`config.mk`:
```
export PLATFORM = sky130hd
export DESIGN_NAME = t07_lcd_timing_gen
export DESIGN_NICKNAME = d
export VERILOG_FILES = /design/src/rtl/t07_lcd_pkg.sv /design/src/rtl/t07_sync2.sv /design/src/rtl/t07_lcd_timing_gen.sv
export SDC_FILE = /design/constraint.sdc
export NUM_CORES = 1
export LEC_CHECK = 0
export CORE_UTILIZATION = 30
export CTS_CLUSTER_SIZE = 30
export DETAILED_ROUTE_END_ITERATION = 8
export GPL_TIMING_DRIVEN = 0
export HOLD_SLACK_MARGIN = 0.03
export PLACE_DENSITY_LB_ADDON = 0.1
export SLEW_MARGIN = 10
export SYNTH_ARGS = -nofsm -noshare
export SYNTH_HDL_FRONTEND = slang
export SYNTH_SLANG_ARGS = --single-unit
export TNS_END_PERCENT = 5
```
`constraint.sdc`:
```
create_clock -name clk -period 4.75 [get_ports clk]
set_input_delay 0.95 -clock clk [delete_from_list [all_inputs] [get_ports clk]]
set_output_delay 0.95 -clock clk [all_outputs]
set_load 0.05 [all_outputs]
```
`src/rtl/t07_lcd_pkg.sv`:
```
// Shared timing defaults, FSM state encoding and a sync-level helper for the
// team_07 LCD raster generator.
package t07_lcd_pkg;

    localparam int   LCD_H_ACTIVE = 480;
    localparam int   LCD_H_FP     = 8;
    localparam int   LCD_H_SYNC   = 4;
    localparam int   LCD_H_BP     = 43;
    localparam int   LCD_V_ACTIVE = 272;
    localparam int   LCD_V_FP     = 4;
    localparam int   LCD_V_SYNC   = 4;
    localparam int   LCD_V_BP     = 12;
    localparam int   LCD_SETTLE   = 1024;
    localparam logic LCD_HS_POL   = 1'b0;
    localparam logic LCD_VS_POL   = 1'b0;

    typedef enum logic [1:0] {
        S_WAIT   = 2'd0,
        S_SETTLE = 2'd1,
        S_RUN    = 2'd2
    } lcd_state_e;

    // Drives the pin to the polarity level while asserted, to its complement otherwise.
    function automatic logic sync_level(input logic active, input logic pol);
        return active ? pol : ~pol;
    endfunction

endpackage

```
`src/rtl/t07_sync2.sv`:
```
// Two-flop synchronizer that brings the asynchronous PLL lock flag into the LCD clock domain.
module t07_sync2 (
    input  logic clk,
    input  logic rst,
    input  logic async_i,
    output logic sync_o
);

    logic [1:0] sync_q;

    always_ff @(posedge clk or posedge rst) begin
        if (rst) begin
            sync_q <= 2'b00;
        end else begin
            sync_q <= {sync_q[0], async_i};
        end
    end

    assign sync_o = sync_q[1];

endmodule

```
`src/rtl/t07_lcd_timing_gen.sv`:
```
// LCD raster timing generator: waits for a settled PLL lock, then sweeps h/v counters
// and emits registered hsync/vsync/de, pixel coordinates and line/frame pulses.
module t07_lcd_timing_gen
    import t07_lcd_pkg::*;
#(
    parameter int   H_ACTIVE = LCD_H_ACTIVE,
    parameter int   H_FP     = LCD_H_FP,
    parameter int   H_SYNC   = LCD_H_SYNC,
    parameter int   H_BP     = LCD_H_BP,
    parameter int   V_ACTIVE = LCD_V_ACTIVE,
    parameter int   V_FP     = LCD_V_FP,
    parameter int   V_SYNC   = LCD_V_SYNC,
    parameter int   V_BP     = LCD_V_BP,
    parameter int   SETTLE   = LCD_SETTLE,
    parameter logic HS_POL   = LCD_HS_POL,
    parameter logic VS_POL   = LCD_VS_POL
) (
    input  logic       clk,
    input  logic       rst,
    input  logic       pll_locked,
    input  logic       enable,
    output logic       hsync,
    output logic       vsync,
    output logic       de,
    output logic [9:0] px_x,
    output logic [8:0] px_y,
    output logic       line_start,
    output logic       frame_start,
    output logic       running,
    output logic [7:0] lock_loss_cnt
);

    localparam int H_TOTAL = H_ACTIVE + H_FP + H_SYNC + H_BP;
    localparam int V_TOTAL = V_ACTIVE + V_FP + V_SYNC + V_BP;
    localparam int HW      = (H_TOTAL > 1) ? $clog2(H_TOTAL) : 1;
    localparam int VW      = (V_TOTAL > 1) ? $clog2(V_TOTAL) : 1;
    localparam int SW      = (SETTLE > 1) ? $clog2(SETTLE) : 1;

    localparam logic [HW-1:0] H_LAST     = HW'(H_TOTAL - 1);
    localparam logic [HW-1:0] H_ACT_END  = HW'(H_ACTIVE);
    localparam logic [HW-1:0] H_SYNC_BEG = HW'(H_ACTIVE + H_FP);
    localparam logic [HW-1:0] H_SYNC_END = HW'(H_ACTIVE + H_FP + H_SYNC);
    localparam logic [VW-1:0] V_LAST     = VW'(V_TOTAL - 1);
    localparam logic [VW-1:0] V_ACT_END  = VW'(V_ACTIVE);
    localparam logic [VW-1:0] V_SYNC_BEG = VW'(V_ACTIVE + V_FP);
    localparam logic [VW-1:0] V_SYNC_END = VW'(V_ACTIVE + V_FP + V_SYNC);
    localparam logic [SW-1:0] SETTLE_LAST = SW'(SETTLE - 1);

    logic          lk;
    lcd_state_e    state_q, state_d;
    logic [SW-1:0] settle_q, settle_d;
    logic [HW-1:0] h_q, h_d;
    logic [VW-1:0] v_q, v_d;
    logic [7:0]    loss_q, loss_d;
    logic [7:0]    loss_inc;
    logic          h_wrap, frame_end;

    logic       hs_q, vs_q, de_q, ls_q, fs_q;
    logic       hs_d, vs_d, de_d, ls_d, fs_d;
    logic [9:0] px_x_q, px_x_d;
    logic [8:0] px_y_q, px_y_d;
    logic       run_now;

    t07_sync2 u_lock_sync (
        .clk     (clk),
        .rst     (rst),
        .async_i (pll_locked),
        .sync_o  (lk)
    );

    always_ff @(posedge clk or posedge rst) begin
        if (rst) begin
            state_q  <= S_WAIT;
            settle_q <= '0;
            h_q      <= '0;
            v_q      <= '0;
            loss_q   <= 8'd0;
        end else begin
            state_q  <= state_d;
            settle_q <= settle_d;
            h_q      <= h_d;
            v_q      <= v_d;
            loss_q   <= loss_d;
        end
    end

    assign loss_inc  = (loss_q == 8'hFF) ? loss_q : loss_q + 8'd1;
    assign h_wrap    = (h_q == H_LAST);
    assign frame_end = h_wrap && (v_q == V_LAST);

    // Lock loss is tested before the frame-end stop so a coincident drop counts exactly once.
    always_comb begin
        state_d  = state_q;
        settle_d = settle_q;
        h_d      = h_q;
        v_d      = v_q;
        loss_d   = loss_q;
        unique case (state_q)
            S_WAIT: begin
                h_d = '0;
                v_d = '0;
                if (lk && enable) begin
                    state_d  = S_SETTLE;
                    settle_d = '0;
                end
            end
            S_SETTLE: begin
                if (!lk) begin
                    state_d = S_WAIT;
                    loss_d  = loss_inc;
                end else if (!enable) begin
                    state_d = S_WAIT;
                end else if (settle_q == SETTLE_LAST) begin
                    state_d = S_RUN;
                    h_d     = '0;
                    v_d     = '0;
                end else begin
                    settle_d = settle_q + 1'b1;
                end
            end
            S_RUN: begin
                if (!lk) begin
                    state_d = S_WAIT;
                    loss_d  = loss_inc;
                end else if (!enable && frame_end) begin
                    state_d = S_WAIT;
                end else begin
                    h_d = h_wrap ? '0 : h_q + 1'b1;
                    if (h_wrap) begin
                        v_d = (v_q == V_LAST) ? '0 : v_q + 1'b1;
                    end
                end
            end
            default: begin
                state_d = S_WAIT;
            end
        endcase
    end

    // Decode is gated by the current state, so outputs go idle one cycle after RUN is left.
    always_comb begin
        run_now = (state_q == S_RUN);
        de_d    = run_now && (h_q < H_ACT_END) && (v_q < V_ACT_END);
        hs_d    = sync_level(run_now && (h_q >= H_SYNC_BEG) && (h_q < H_SYNC_END), HS_POL);
        vs_d    = sync_level(run_now && (v_q >= V_SYNC_BEG) && (v_q < V_SYNC_END), VS_POL);
        ls_d    = run_now && (h_q == '0);
        fs_d    = run_now && (h_q == '0) && (v_q == '0);
        px_x_d  = de_d ? 10'(h_q) : 10'd0;
        px_y_d  = de_d ? 9'(v_q) : 9'd0;
    end

    always_ff @(posedge clk or posedge rst) begin
        if (rst) begin
            hs_q   <= ~HS_POL;
            vs_q   <= ~VS_POL;
            de_q   <= 1'b0;
            ls_q   <= 1'b0;
            fs_q   <= 1'b0;
            px_x_q <= 10'd0;
            px_y_q <= 9'd0;
        end else begin
            hs_q   <= hs_d;
            vs_q   <= vs_d;
            de_q   <= de_d;
            ls_q   <= ls_d;
            fs_q   <= fs_d;
            px_x_q <= px_x_d;
            px_y_q <= px_y_d;
        end
    end

    assign hsync         = hs_q;
    assign vsync         = vs_q;
    assign de            = de_q;
    assign px_x          = px_x_q;
    assign px_y          = px_y_q;
    assign line_start    = ls_q;
    assign frame_start   = fs_q;
    assign running       = (state_q == S_RUN);
    assign lock_loss_cnt = loss_q;

endmodule

```
; ---- After elaboration in Yosys (flattened, before gate mapping)
; Cells that the tools add are included.
[op_classes]
eq_ne = 16
add_sub_neg = 4
n_mux = 31
n_bitwise = 2
magnitude_cmp = 6
n_reduce_logical = 23
[ops]
columns = op, count
row1 = $mux W10, 11
row2 = $mux W9, 8
row3 = $pmux W10 S3, 1
row4 = $pmux W9 S3, 1
row5 = $add A10 B1 Y10 const B, 2
row6 = $eq A10 B10 Y1 const B, 2
row7 = $lt A10 B9 Y1 const B, 2
row8 = $pmux W10 S2, 1
row9 = $lt A9 B9 Y1 const B, 2
row10 = $mux W2, 6
row11 = $logic_and A1 B1 Y1, 11
row12 = $ge A10 B9 Y1 const B, 1
row13 = $logic_not A10 Y1, 1
row14 = $ne A2 B2 Y1 const B, 5
row15 = $add A9 B1 Y9 const B, 1
row16 = $eq A9 B9 Y1 const B, 1
row17 = $ge A9 B9 Y1 const B, 1
row18 = $logic_not A9 Y1, 1
row19 = $add A8 B1 Y8 const B, 1
row20 = $eq A8 B8 Y1 const B, 1
row21 = $reduce_and A7 Y1, 1
row22 = $ne A2 B1 Y1 const B, 3
row23 = $pmux W2 S3, 1
row24 = $reduce_and A3 Y1, 2
row25 = 13 further kinds, 15
[totals]
inputBits = 4
register_bits = 65
output_inout_bits = 33

; ---- Longest topological paths before layout
[depth]
ltp_word = 6
mapped_depth = 9

; ---- By module
; Synthesis repeated with hierarchy kept, for this count alone.
[hier_totals]
hier_cells = 307
hier_area_um2 = 3330.7
[modules_own_cells]
columns = mod, seq_area_each_um2, area_each_um2, instances, cells_each
row1 = t07_lcd_timing_gen, 1579.0, 3276.9, 1, 304
row2 = t07_sync2, 50.0, 53.8, 1, 3

; ---- Least setup slack after synthesis
; No wires, ideal clock.
[synth_timing]
path_kind = input to register
startpoint = in enable
endpoint = reg h_q[3]
stages = 6
t_arrival_ns = 2.146
slack_ns = 2.517
cell_sequence = and3b_1 -> nand4_1 -> nor2b_1 -> buf_6 -> or4_1 -> o211ai_1
[synth_via]
elab_chain_cells = 4
word_cells_on_any_way = 5
cone_classes = 2 x eq/ne / 3 x reduce/logical
[synth_lines]
columns = item, line
row1 = "start, declared", t07_lcd_timing_gen.sv:21  ; input logic enable,
row2 = $logic_not A1 Y1, t07_lcd_timing_gen.sv:125  ; end else if (!enable && frame_end) begin
row3 = $logic_and A1 B1 Y1, t07_lcd_timing_gen.sv:125
row4 = $ne A2 B2 Y1 (no source line), --
row5 = $reduce_and A6 Y1 (no source line) *, --
row6 = "end signal, assigned", t07_lcd_timing_gen.sv:75  ; h_q <= '0;
row7 = "end signal, assigned", t07_lcd_timing_gen.sv:81  ; h_q <= h_d;
row8 = "end, declared", t07_lcd_timing_gen.sv:52  ; logic [HW-1:0] h_q, h_d;
; Every way passes the cells marked *; elsewhere a longest branch is shown, timed or not.
; A chain may end at the register's enable or synchronous reset.

; ---- Worst setup path in the final report
[layout_timing]
startpoint = reg state_q[0]
endpoint = out running
[layout_via]
elab_chain_cells = 1
[layout_lines]
columns = item, line
row1 = "start, declared", t07_lcd_timing_gen.sv:50  ; lcd_state_e state_q, state_d;
row2 = "start signal, assigned", t07_lcd_timing_gen.sv:79  ; state_q <= state_d;
row3 = $eq A2 B2 Y1, t07_lcd_timing_gen.sv:179  ; assign running = (state_q == S_RUN);
row4 = "end, declared", t07_lcd_timing_gen.sv:29  ; output logic running,
; Every way passes these cells.

==> impl_metrics.ini <==
[min_path]
hold_path_depth = 0
min-delay-path-class = reg2reg
whs_endpoint = u_lock_sync.sync_q[1]
worstHoldStart = u_lock_sync.sync_q[0]

[final_layout]
utilization_pct = 38.11
multi_input_area_um2 = 1439
finalNetCount = 368
regArea_um2 = 1629
area_growth_syn_to_layout_pct = 23.42
drive_above_1_share_pct = 9.831
diodes = 0
fillers = 1060

[worst_setup_path]
worst-path-max-fanout = 4
cp-end-kind = output port
crit_type = reg2out
cp.required_ns = 3.80
r2r_start = h_q[5]
worstReg2RegEnd = h_q[5]
arrival_ns = 1.93
startpoint_type = register
rr_worst_depth = 5
ff2ff_setup_slack_ns = 2.30

[synthesis]
syn-cell-area_um2 = 3173
seq_area_frac_synth_pct = 51.34
synth_top_area_share_pct = 49.68
synth-seq-cells = 65
synth-main-ff-cell = dfrtp_1
synth_fp_nets = 320
yosys.area_share.adder_pct = 4.338
synth_largest_area_cell = dfrtp_1
yosys-mux-area-fraction_pct = 2.287
synth_compound_area_share_pct = 14.71
synth.area.top_cells = dfrtp_1 50%, ha_1 4.3%, and2_1 3.5%
synthDistinctLibCells = 54
synth_edf_count = 0
synth-simple-area-share_pct = 21.96
synth_most_common_cell = dfrtp_1
synth_top_family_by_area = simple AND/OR/NAND/NOR gates
synthArstFlopShare_pct = 100.0
ys_top_cells_by_count = 63 x dfrtp_1, 27 x nand2_1, 18 x and2_1
synth.avg_cell_area_um2 = 10.40
syn_inst = 305
ys_warn_count = 0
synthXorXnorAreaFrac_pct = 1.932

[timing]
clock.fmax_mhz = 346.9
tightest_slew_ns = 0.6474
period_needed_ns = 2.883
fin_skew_ns = 0.009539
finalSetupViolCount = 0
period_share_pct = 60.69
slew_headroom_pct = 56.84
rsz0062_at_grt = no
whs_ns = 0.3537
slew_violations = 0
finalSetupTns_ns = 0
hold_viol_final = 0

[placement]
portBuffers = 36
dp_hpwl_mm = 4.657
place_congestion = 0.7614

[die]
die_y_um = 104.8
ios = 37
rows = 37
die_area_um2 = 10990
start_util_pct = 30.87
coreArea_um2 = 10280
die_w_um = 104.8

[clocking]
clkSinkCount = 65
cts_tree = built
numCtsBuffers = 9
worst_skew_pair.late_latency_ns = 0.34
ctsRootBufferMaster = clkbuf_8
h-tree-depth = 3
clk_pin_slew_ns = 0.06
ctsHoldBuffers = 0
cts_setup_buffers = 0
post_cts_resized = 0
ctsLongestPathBuffers = 2

[global_route]
grt_pass1_wl_mm = 11.61
grt_usage_pct = 13.41
grt_pass1_vias = 2390
grt_max_degree = 50
grt-ovfl-total = 0
grt_antenna_before_repair = 0

[power]
total_leakage_power_uw = 0.001722
p_per_area_nw_per_um2 = 365.3
totalPowerFinal_uw = 1430
peakVddDrop_uv = 299.1

[outcome]
status = finished, final reports clean

[detailed_routing]
drtIter0Drc = 111
drc = 0
wl_mm = 6.752
via_count = 2401
drt_pass1_iterations = 4
wire_per_inst_um = 13.72
ant_nets = 0
vias_per_cell = 4.880

[flow_run]
max-cap-violations = 0
## critical path, cell delays in order (launching register included)
cell	delay, ns
dfrtp_1	0.41
inv_1	0.10
ha_1	0.25
clkdlybuf4s50_1	0.84
## flip-flops by register name, summed over array words and instances (netlist names), 2 cells and up
name / cells
h_q: 10
lock_loss_cnt: 8
px_x: 10
px_y: 9
settle_q: 10
state_q: 2
u_lock_sync.sync_q: 2
v_q: 9
## layer usage
| layer | global-route usage, % | wire length, um | vias to the layer above | share of wire [%] |
|---|---|---|---|---|
| li1 | - | - | 1197 | - |
| met1 | 18.09 | 3416 | 1144 | 51 |
| met2 | 20.29 | 2970 | 52 | 44 |
| met3 | 3.493 | 270 | 8 | 4.0 |
| met4 | 5.734 | 96 | 0 | 1.4 |
| met5 | 0 | 0 | - | 0 |
## layout by cell type (no fill, tap or decap), types with 2 or more instances in the layout
cell,netlist,layout
o211ai_1,5,5
a31oi_1,7,7
or4_1,3,3
mux2_2,2,2
mux2i_1,5,5
a21o_1,2,2
a41oi_1,2,2
buf_6,3,3
nand4_1,11,11
clkbuf_8,0,10
and3_1,14,14
clkdlybuf4s50_1,0,36
clkbuf_1,8,8
clkinv_2,0,3
a221o_1,2,2
o21a_1,3,3
o21ai_0,15,15
o31ai_1,2,2
nand3_1,12,12
nor2_1,11,11
and2_1,18,18
a21oi_1,17,17
or3_1,5,5
nand2_1,27,27
dfrtp_1,63,63
dfstp_2,2,2
nor3_1,7,7
inv_1,11,10
a22o_1,2,2
ha_1,11,11
xnor2_1,6,6
and3_2,2,2
nand2b_1,3,3
## report_power, final
| group | total (uW) | internal [uW] | switching, uW |
|---|---|---|---|
| combinational | 337 | 117 | 220 |
| clock | 453 | 248 | 205 |
| sequential | 641 | 592 | 48.8 |
## logic make-up (layout without fill, tap and decap cells)
logic type / after synthesis / count (layout)
muxes: 7 / 7
DFF: 65 / 65
adders and majority gates: 11 / 11
buffers and inverters: 22 / 73
and+or+nand+nor: 125 / 125
AOI/OAI and AO/OA: 67 / 67
xor gates and xnor gates: 7 / 7
other: 1 / 1
## per-stage QoR
stage               instances  setup slack, ns  cell area, um2
floorplan                 305            2.177            3173
global placement          477           0.8763            3704
detailed placement        478            1.782            3734
CTS                       492            1.825            3916
global route              492            1.756            3916
finish                    492            1.867            3916
## worst max path at each step
stage | cells past startpoint | to | slack (ns) | start
after global placement | 2 | lock_loss_cnt[6] | 0.88 | rst
after CTS | 3 | running | 1.83 | state_q[0]
after global routing | 3 | running | 1.76 | state_q[0]
final | 3 | running | 1.87 | state_q[0]
after detailed placement | 7 | h_q[3] | 1.78 | enable
after floorplan | 1 | de | 2.18 | rst
## area by class of cell
class	count	share of cell area (%)
inverters	11	1.118
repair buffers	37	9.904
well taps	136	4.345
clock inverters	4	1.150
clock buffers	10	3.514
multi-input cells	218	36.74
flip-flops and latches	65	41.60
plain buffers	11	1.629
No activity file was read; power rests on OpenSTA's default activity.
